File: src/rtl/keyed_cell_array.sv
// Array of key-programmable NAND/NOR/XOR cells sharing one serially loaded key,
// with results leaving through a LATENCY-deep valid-qualified pipeline.
//
// state  | meaning
// LOCKED | no key loaded; data dropped; key bits accepted from index 0
// LOAD   | key partially or fully shifted in; waiting for commit
// ACTIVE | committed key in use; inputs flow through the pipeline
module keyed_cell_array #(
  parameter int NUM_CELLS = 8,
  parameter int LATENCY   = 1
) (
  input  logic                 clk,
  input  logic                 rst,
  input  logic                 key_bit,
  input  logic                 key_valid,
  output logic                 key_ready,
  input  logic                 key_commit,
  input  logic                 key_clear,
  output logic                 key_locked,
  output logic                 load_err,
  input  logic                 in_valid,
  input  logic [NUM_CELLS-1:0] in_a,
  input  logic [NUM_CELLS-1:0] in_b,
  output logic                 out_valid,
  output logic [NUM_CELLS-1:0] out_y
);

  localparam int KEY_W = 2 * NUM_CELLS;
  localparam int CW    = $clog2(KEY_W + 1);
  localparam logic [CW-1:0] KEY_FULL = CW'(KEY_W);

  typedef enum logic [1:0] {LOCKED, LOAD, ACTIVE} state_t;

  state_t               state;
  logic [KEY_W-1:0]     key_reg;
  logic [CW-1:0]        cnt;
  logic [CW-1:0]        cnt_nxt;
  logic                 accept;
  logic [NUM_CELLS-1:0] cell_y;
  logic                 vld [LATENCY];
  logic [NUM_CELLS-1:0] dat [LATENCY];

  // key_ready is the only output decoded combinationally, from state and count.
  assign key_ready = (state == LOCKED) || ((state == LOAD) && (cnt < KEY_FULL));
  assign accept    = key_valid & key_ready;
  assign cnt_nxt   = cnt + CW'(accept);

  always_ff @(posedge clk or posedge rst) begin
    if (rst) begin
      state      <= LOCKED;
      key_reg    <= '0;
      cnt        <= '0;
      key_locked <= 1'b1;
      load_err   <= 1'b0;
    end else if (key_clear) begin
      state      <= LOCKED;
      key_reg    <= '0;
      cnt        <= '0;
      key_locked <= 1'b1;
    end else begin
      case (state)
        LOCKED, LOAD: begin
          if (accept) begin
            for (int k = 0; k < KEY_W; k++)
              if (cnt == CW'(k)) key_reg[k] <= key_bit;
            cnt <= cnt_nxt;
          end
          // A bit accepted alongside the commit counts toward a full key.
          if (key_commit) begin
            if (cnt_nxt == KEY_FULL) begin
              state      <= ACTIVE;
              key_locked <= 1'b0;
            end else begin
              load_err   <= 1'b1;
              key_reg    <= '0;
              cnt        <= '0;
              state      <= LOCKED;
              key_locked <= 1'b1;
            end
          end else if (accept) begin
            state <= LOAD;
          end
        end
        default: ;
      endcase
    end
  end

  always_comb begin
    cell_y = '0;
    for (int i = 0; i < NUM_CELLS; i++) begin
      if (key_reg[2*i])
        cell_y[i] = in_a[i] ^ in_b[i];
      else if (key_reg[2*i+1])
        cell_y[i] = ~(in_a[i] | in_b[i]);
      else
        cell_y[i] = ~(in_a[i] & in_b[i]);
    end
  end

  // Data is zeroed whenever not valid so ungated cell outputs never leak out.
  always_ff @(posedge clk or posedge rst) begin
    if (rst) begin
      for (int s = 0; s < LATENCY; s++) begin
        vld[s] <= 1'b0;
        dat[s] <= '0;
      end
    end else if (key_clear) begin
      for (int s = 0; s < LATENCY; s++) begin
        vld[s] <= 1'b0;
        dat[s] <= '0;
      end
    end else begin
      vld[0] <= in_valid && (state == ACTIVE);
      dat[0] <= (in_valid && (state == ACTIVE)) ? cell_y : '0;
      for (int s = 1; s < LATENCY; s++) begin
        vld[s] <= vld[s-1];
        dat[s] <= dat[s-1];
      end
    end
  end

  assign out_valid = vld[LATENCY-1];
  assign out_y     = dat[LATENCY-1];

endmodule

File: config.mk
export PLATFORM = sky130hd
export DESIGN_NAME = keyed_cell_array
export DESIGN_NICKNAME = d
export VERILOG_FILES = /design/src/rtl/keyed_cell_array.sv
export SDC_FILE = /design/constraint.sdc
export NUM_CORES = 1
export LEC_CHECK = 0
export CORE_MARGIN = 5
export CORE_UTILIZATION = 49
export CTS_BUF_LIST = sky130_fd_sc_hd__clkbuf_4
export CTS_CLUSTER_SIZE = 12
export DETAILED_ROUTE_END_ITERATION = 12
export PLACE_DENSITY_LB_ADDON = 0.08
export REMOVE_ABC_BUFFERS = 1
export SETUP_SLACK_MARGIN = 0.2
export SLEW_MARGIN = 20
export SYNTH_ARGS = -nofsm -noshare
export SYNTH_HDL_FRONTEND = slang
export SYNTH_SLANG_ARGS = --single-unit
File: constraint.sdc
create_clock -name clk -period 2.7 [get_ports clk]
set_clock_uncertainty 0.15 [all_clocks]
set_input_delay 0.54 -clock clk [delete_from_list [all_inputs] [get_ports clk]]
set_output_delay 0.54 -clock clk [all_outputs]
set_load 0.01 [all_outputs]
Yosys cells after proc, flatten, opt, wreduce, memory -nomap -nowiden
Index checks and enable logic that the tools add are counted.
Word-level totals
  register bits after elaboration: 34
  input port bits: 23
  output and inout port bits: 12
  word-level logic and storage cells: 136
Operators by class
  add/subtract/negate cells: 1
  order comparisons: 1
  equal/unequal tests: 18
  muxes and demuxes: 54
  bitwise gates (word level): 43
  reductions and logical operators: 12
Operators by type and width (number)
  two-way mux 16 bit: 5
  == test 5 x 4 -> 1 bit (second input constant): 8
  two-way mux 1 bit: 37
  two-way mux 5 bit: 5
  == test 5 x 3 -> 1 bit (second input constant): 4
  inverter 1 bit: 18
  two-way mux 8 bit: 2
  == test 5 x 2 -> 1 bit (second input constant): 2
  two-way mux 2 bit: 5
  AND 1 bit: 9
  bitwise OR 1 bit: 8
  bitwise XOR 1 bit: 8
  adder 5 x 1 -> 5 bit: 1
  == test 5 x 1 -> 1 bit (second input constant): 1
  == test 5 bit (second input constant): 1
  zero test 5 bit: 1
  < comparator 5 bit (second input constant): 1
  AND reduction 2 bit: 2
  AND reduction 4 bit: 1
  nonzero test 2 bit: 2
  nonzero test 3 bit: 1
  == test 2 x 1 -> 1 bit (second input constant): 1
  == test 2 bit (second input constant): 1
  logical AND 1 bit: 2
  3 further kinds: 3

Longest topological paths before layout
  word-level depth: 10
  depth in mapped cells: 11
  depth with buffers taken out: 9

Worst setup path before layout
Ideal clock, no wire load.
  path type: register to register
  start point: reg state[1]
  end point: reg key_reg[12]
  setup time: 0.084 ns
  arrival time: 2.469 ns
  data required time: 2.466 ns
  slack: -0.003 ns
  cell stages (with the launch flop): 12
  path buffers: 2
  period minus slack after synthesis: 2.703 ns
  cells stage by stage: dfrtp_1 -> buf_2 -> nand2b_1 -> a21oi_1 -> ha_1 -> ha_1 -> nor2_1 -> nand4_1 -> o21ai_2 -> buf_6 -> nand3_2 -> o22ai_1
Between the ends
  word-level cells in the longest chain between the ends: 10
  elaborated cells between the ends (all ways): 14
  classes of those cells: add/sub: 1; eq/ne: 2; mux: 5; bitwise: 1; reduce/logical: 5
Ends and longest elaborated chain
  start: declaration: line 34  | state_t state;
  start signal: assignment: line 50  | state <= LOCKED;
  start signal: assignment: line 56  | state <= LOCKED;
  start signal: assignment: line 71  | state <= ACTIVE;
  == test 2 x 1 -> 1 bit: line 44, 61
  logical AND 1 bit: line 44  | assign key_ready = (state == LOCKED) || ((state == LOAD) && (cnt < KEY_FULL));
  logical OR 1 bit: line 44
  AND 1 bit: line 45  | assign accept = key_valid & key_ready;
  adder 5 x 1 -> 5 bit: line 46  | assign cnt_nxt = cnt + CW'(accept);
  == test 5 bit: line 70  | if (cnt_nxt == KEY_FULL) begin
  two-way mux 16 bit: line 70
  two-way mux 16 bit: line 69  | if (key_commit) begin
  two-way mux 16 bit: line 61  | case (state)
  two-way mux 16 bit: line 55  | end else if (key_clear) begin
  end signal: indexed assignment: line 65  | if (cnt == CW'(k)) key_reg[k] <= key_bit;
  end: declaration: line 35  | logic [KEY_W-1:0] key_reg;
Several ways; a longest one is shown, not always the timed one. The select of a mux whose other input is x is not followed.
A chain may end at the register's enable or synchronous reset.

Worst setup path after layout
  start point: reg state[1]
  end point: reg key_reg[3]
Same word-level chain as after synthesis.

==> tab_implementation.tex <==
\begin{tabular}{lr}
\hline
Metric & Value \\
\hline
\multicolumn{2}{l}{\textbf{Clocking}} \\
\quad Worst-case clock buffer depth & 2 \\
\quad TritonCTS sink count & 34 \\
\quad CTS root buf & sky130\_fd\_sc\_hd\_\_clkbuf\_4 \\
\quad CTS Hold Buffers Added & 0 \\
\quad Clock H-tree levels & 2 \\
\quad Total CTS buffers & 5 \\
\quad Clock tree from TritonCTS & yes \\
\quad Clock slew at the register clock pins of the worst setup and hold paths & 0.11 ns \\
\quad Clock insertion delay at the later pin of the skew report & 0.34 ns \\
\multicolumn{2}{l}{\textbf{Floorplan}} \\
\quad Die Width & about 74 um \\
\quad Effective utilization at floorplan & 50.8\% \\
\quad Die height & around 74 um \\
\quad I/O pin total & 35 \\
\quad Core ar. & 4000 sq um \\
\quad Total die area & 5530 sq um \\
\quad Row Count & 23 \\
\multicolumn{2}{l}{\textbf{Synth}} \\
\quad Gate count of the mapped netlist & 225 \\
\quad Leading cell type by number of instances after synthesis & sky130\_fd\_sc\_hd\_\_nor2\_1 \\
\quad Post-synthesis instance area & 2030 sq um \\
\quad Share of Yosys cell area claimed by the top area cell type & 40.6\% \\
\quad FF+latch count, synth & 34 \\
\quad Synth Flop Type & sky130\_fd\_sc\_hd\_\_dfrtp\_1 \\
\quad Avg Synthesized Cell Area & 9.03 sq um \\
\quad Share of synthesized flip-flops with an asynchronous set or reset & 100\% \\
\quad Dominant cells by area after synthesis & sky130\_fd\_sc\_hd\_\_dfrtp\_1 (41\%), sky130\_fd\_sc\_hd\_\_ha\_1 (11\%), sky130\_fd\_sc\_hd\_\_nor2\_1 (6.7\%) \\
\quad Most numerous cell types in the synthesized netlist & sky130\_fd\_sc\_hd\_\_nor2\_1 (36), sky130\_fd\_sc\_hd\_\_dfrtp\_1 (33), sky130\_fd\_sc\_hd\_\_a21oi\_1 (19), sky130\_fd\_sc\_hd\_\_inv\_1 (19), sky130\_fd\_sc\_hd\_\_ha\_1 (18) \\
\quad Synth area leader & sky130\_fd\_sc\_hd\_\_dfrtp\_1 \\
\quad Count of different cell masters after synthesis & 36 \\
\quad YS warnings & 0 \\
\quad Seq/Total Area, Yosys & 41.9\% \\
\quad Count of flip-flops with a built-in enable after synthesis & 0 \\
\multicolumn{2}{l}{\textbf{Critical path}} \\
\quad Kind of cell adding the most delay to the critical path & compound AO/OA/AOI/OAI gates \\
\quad Startpoint type of the worst setup path & register \\
\quad Arrival time of data at the critical path endpoint & roughly 2.5 ns \\
\quad Crit Path Category & register to register \\
\quad List of cells traversed by the critical path & nand2b\_1 > a21oi\_2 > ha\_2 > ha\_4 > nor2\_4 > nand4\_1 > o21ai\_4 > nand4\_1 > o22ai\_1 \\
\quad Most frequent cell on the critical path & sky130\_fd\_sc\_hd\_\_nand4\_1 \\
\quad Critical Path Max Stage Delay & 0.39 ns \\
\quad Cell with the biggest individual delay on the critical path & sky130\_fd\_sc\_hd\_\_dfrtp\_1 \\
\quad CP endpoint kind & register \\
\quad Buffer and inverter count on the worst path & 0 \\
\quad Critical-path maximum fanout & 6 \\
\quad Required time worst endpoint & 2.81 ns \\
\multicolumn{2}{l}{\textbf{Timing}} \\
\quad Count of final hold-check violations & 0 \\
\quad Slew Viols, Final & 0 \\
\quad Minimum clock period after layout & 2.34 ns \\
\quad Share of the cycle needed by the critical path after routing & 86.5\% \\
\quad Headroom to the max-slew limit & 56.8\% \\
\quad Final setup violation count & 0 \\
\quad Worst hold margin & 0.330 ns \\
\quad Unrepaired setup endpoints after global routing & no \\
\quad Max Freq & 428 MHz \\
\quad Transition time of the tightest slew-check pin & 0.647 ns \\
\quad Setup Total Neg Slack & 0 ns \\
\multicolumn{2}{l}{\textbf{Detailed routing}} \\
\quad Total via count in the routed design & approximately 1,800 \\
\quad Detail-routed via count per cell & 5.52 \\
\quad Antenna Nets Post-Route & 0 \\
\quad Residual DRC & 0 \\
\quad Iter 0 DRT Violations & 77 \\
\quad Number of iterations in the first detailed-routing pass & 4 \\
\quad Wirelength, routed & 4570 um \\
\quad Average detailed-routed wire length per instance & between 10 and 15 um \\
\multicolumn{2}{l}{\textbf{Placement}} \\
\quad Placed wire-length estimate & 3330 um \\
\quad Post-place instance area & 2480 sq um \\
\quad Placer's final routability congestion estimate & 0.828 \\
\quad Number of buffers inserted by port buffering & 34 \\
\multicolumn{2}{l}{\textbf{Flow run}} \\
\quad Max-cap violation count & 0 \\
\multicolumn{2}{l}{\textbf{Cells and area}} \\
\quad Layout Area Growth over Synthesis & 27.6\% \\
\quad Final \#Nets & 314 \\
\quad Fraction of final layout cells with drive strength greater than 1 & 13.5\% \\
\quad Area of combinational cells with multiple inputs & 1070 sq um \\
\quad Filler cells & between 300 and 400 \\
\quad Register Area & roughly 850 sq um \\
\quad Summed area of non-filler cells in the final layout & $\sim$2600 sq um \\
\quad Antenna fix cells & 0 \\
\quad Flip-flop count of the largest register, all copies and words added & 16 \\
\multicolumn{2}{l}{\textbf{Hold path}} \\
\quad Hold WC Path Type & register to register \\
\multicolumn{2}{l}{\textbf{Global route}} \\
\quad GR Overflow Total & 0 \\
\quad Vias in the first global route & 1,697 \\
\quad Largest net degree at the start of global routing & 21 \\
\quad Initial antenna violation count & 0 \\
\quad GRT Overall Usage & 18.1\% \\
\quad Grt peak-use layer & met2 \\
\quad Met1 usage & roughly a quarter \\
\quad Met3 Track Usage GR & 4.46\% \\
\quad Global-route wire length before repair & roughly 7700 um \\
\quad Met2 routing resource usage after global routing & 30.0\% \\
\multicolumn{2}{l}{\textbf{Run status}} \\
\quad Status & completed \\
\multicolumn{2}{l}{\textbf{Power}} \\
\quad Power density over the cells & about 370 nW/um\^{}2 \\
\quad Peak VDD IR & between 0.2 and 0.3 mV \\
\quad Leakage power summed over all cells & 1.19 nW \\
\hline
\end{tabular}
-- routing by layer --
| layer | wire [um] | share of wire, % |
|---|---|---|
| met1 | 2210 | 48 |
| met2 | 2110 | 46 |
| met3 | 204 | 4.5 |
| met4 | 49 | 1.1 |
| met5 | 0 | 0 |
-- worst register-to-register path: stages (launching register included) --
cell and delay [ns]:
sky130_fd_sc_hd__dfrtp_1 0.39, sky130_fd_sc_hd__nand2b_1 0.17, sky130_fd_sc_hd__a21oi_2 0.15, sky130_fd_sc_hd__ha_2 0.23
sky130_fd_sc_hd__ha_4 0.21, sky130_fd_sc_hd__nor2_4 0.09, sky130_fd_sc_hd__nand4_1 0.14, sky130_fd_sc_hd__o21ai_4 0.27
sky130_fd_sc_hd__nand4_1 0.23, sky130_fd_sc_hd__o22ai_1 0.23
-- placed cells by master, fill, tap and decap left out, types with 8 or more instances in the layout --
cell / count
sky130_fd_sc_hd__nand3_1: 8
sky130_fd_sc_hd__o22ai_1: 16
sky130_fd_sc_hd__buf_4: 14
sky130_fd_sc_hd__nor2_1: 35
sky130_fd_sc_hd__clkdlybuf4s50_1: 33
sky130_fd_sc_hd__ha_1: 16
sky130_fd_sc_hd__a21oi_1: 18
sky130_fd_sc_hd__o21ai_0: 12
sky130_fd_sc_hd__inv_1: 19
sky130_fd_sc_hd__nand2_1: 13
sky130_fd_sc_hd__dfrtp_1: 33
-- worst paths after layout --
path	slack [ns]	startpoint	endpoint	cells past startpoint
max in group asynchronous	1.43	rst	load_err	3
worst max register to register	0.36	state[1]	key_reg[3]	9
worst min register to register	0.33	load_err	load_err	1
worst max-delay path	0.36	state[1]	key_reg[3]	9
min in group asynchronous	0.43	rst	out_valid	2
worst min-delay path	0.33	load_err	load_err	1
-- kinds of logic (layout without fill, tap and decap cells) --
group | after synthesis | in the layout | share of synthesized area, %
and+or+nand+nor | 79 | 79 | 19.6
AOI/OAI and AO/OA | 66 | 66 | 19.9
DFF | 34 | 34 | 41.9
buffers and inverters | 28 | 77 | 7.45
adders and majority gates | 18 | 18 | 11.1
-- through the flow --
stage          setup WS, ns  power [mW]  util, %  std cells
6_report              0.364       0.948     64.8        324
5_1_grt               0.207        1.00     64.8        324
4_1_cts               0.388       0.956     64.8        324
3_5_place_dp         -0.305       0.668     62.1        314
3_3_place_gp         -0.205       0.665     62.1        314
2_1_floorplan        -0.102       0.591        -        216
-- power breakdown --
part	switching [mW]	internal (mW)
Sequential	0.00431	0.513
Combinational	0.0724	0.0766
Clock	0.185	0.0968
-- repair_timing --
item,in CTS,in global routing
gates resized for setup,8,0
setup endpoints to repair,21,0
buffers inserted,2,0
-- area by class of cell --
| cell class | count | share of cell area [%] |
|---|---|---|
| sequential | 34 | 32.9 |
| tap | 50 | 2.41 |
| multi-input combinational | 163 | 41.2 |
| inverter | 19 | 2.75 |
| timing repair buffer | 50 | 18.7 |
| clock inverter | 3 | 0.627 |
| clock buffer | 5 | 1.45 |
No activity file was read; power rests on OpenSTA's default activity.
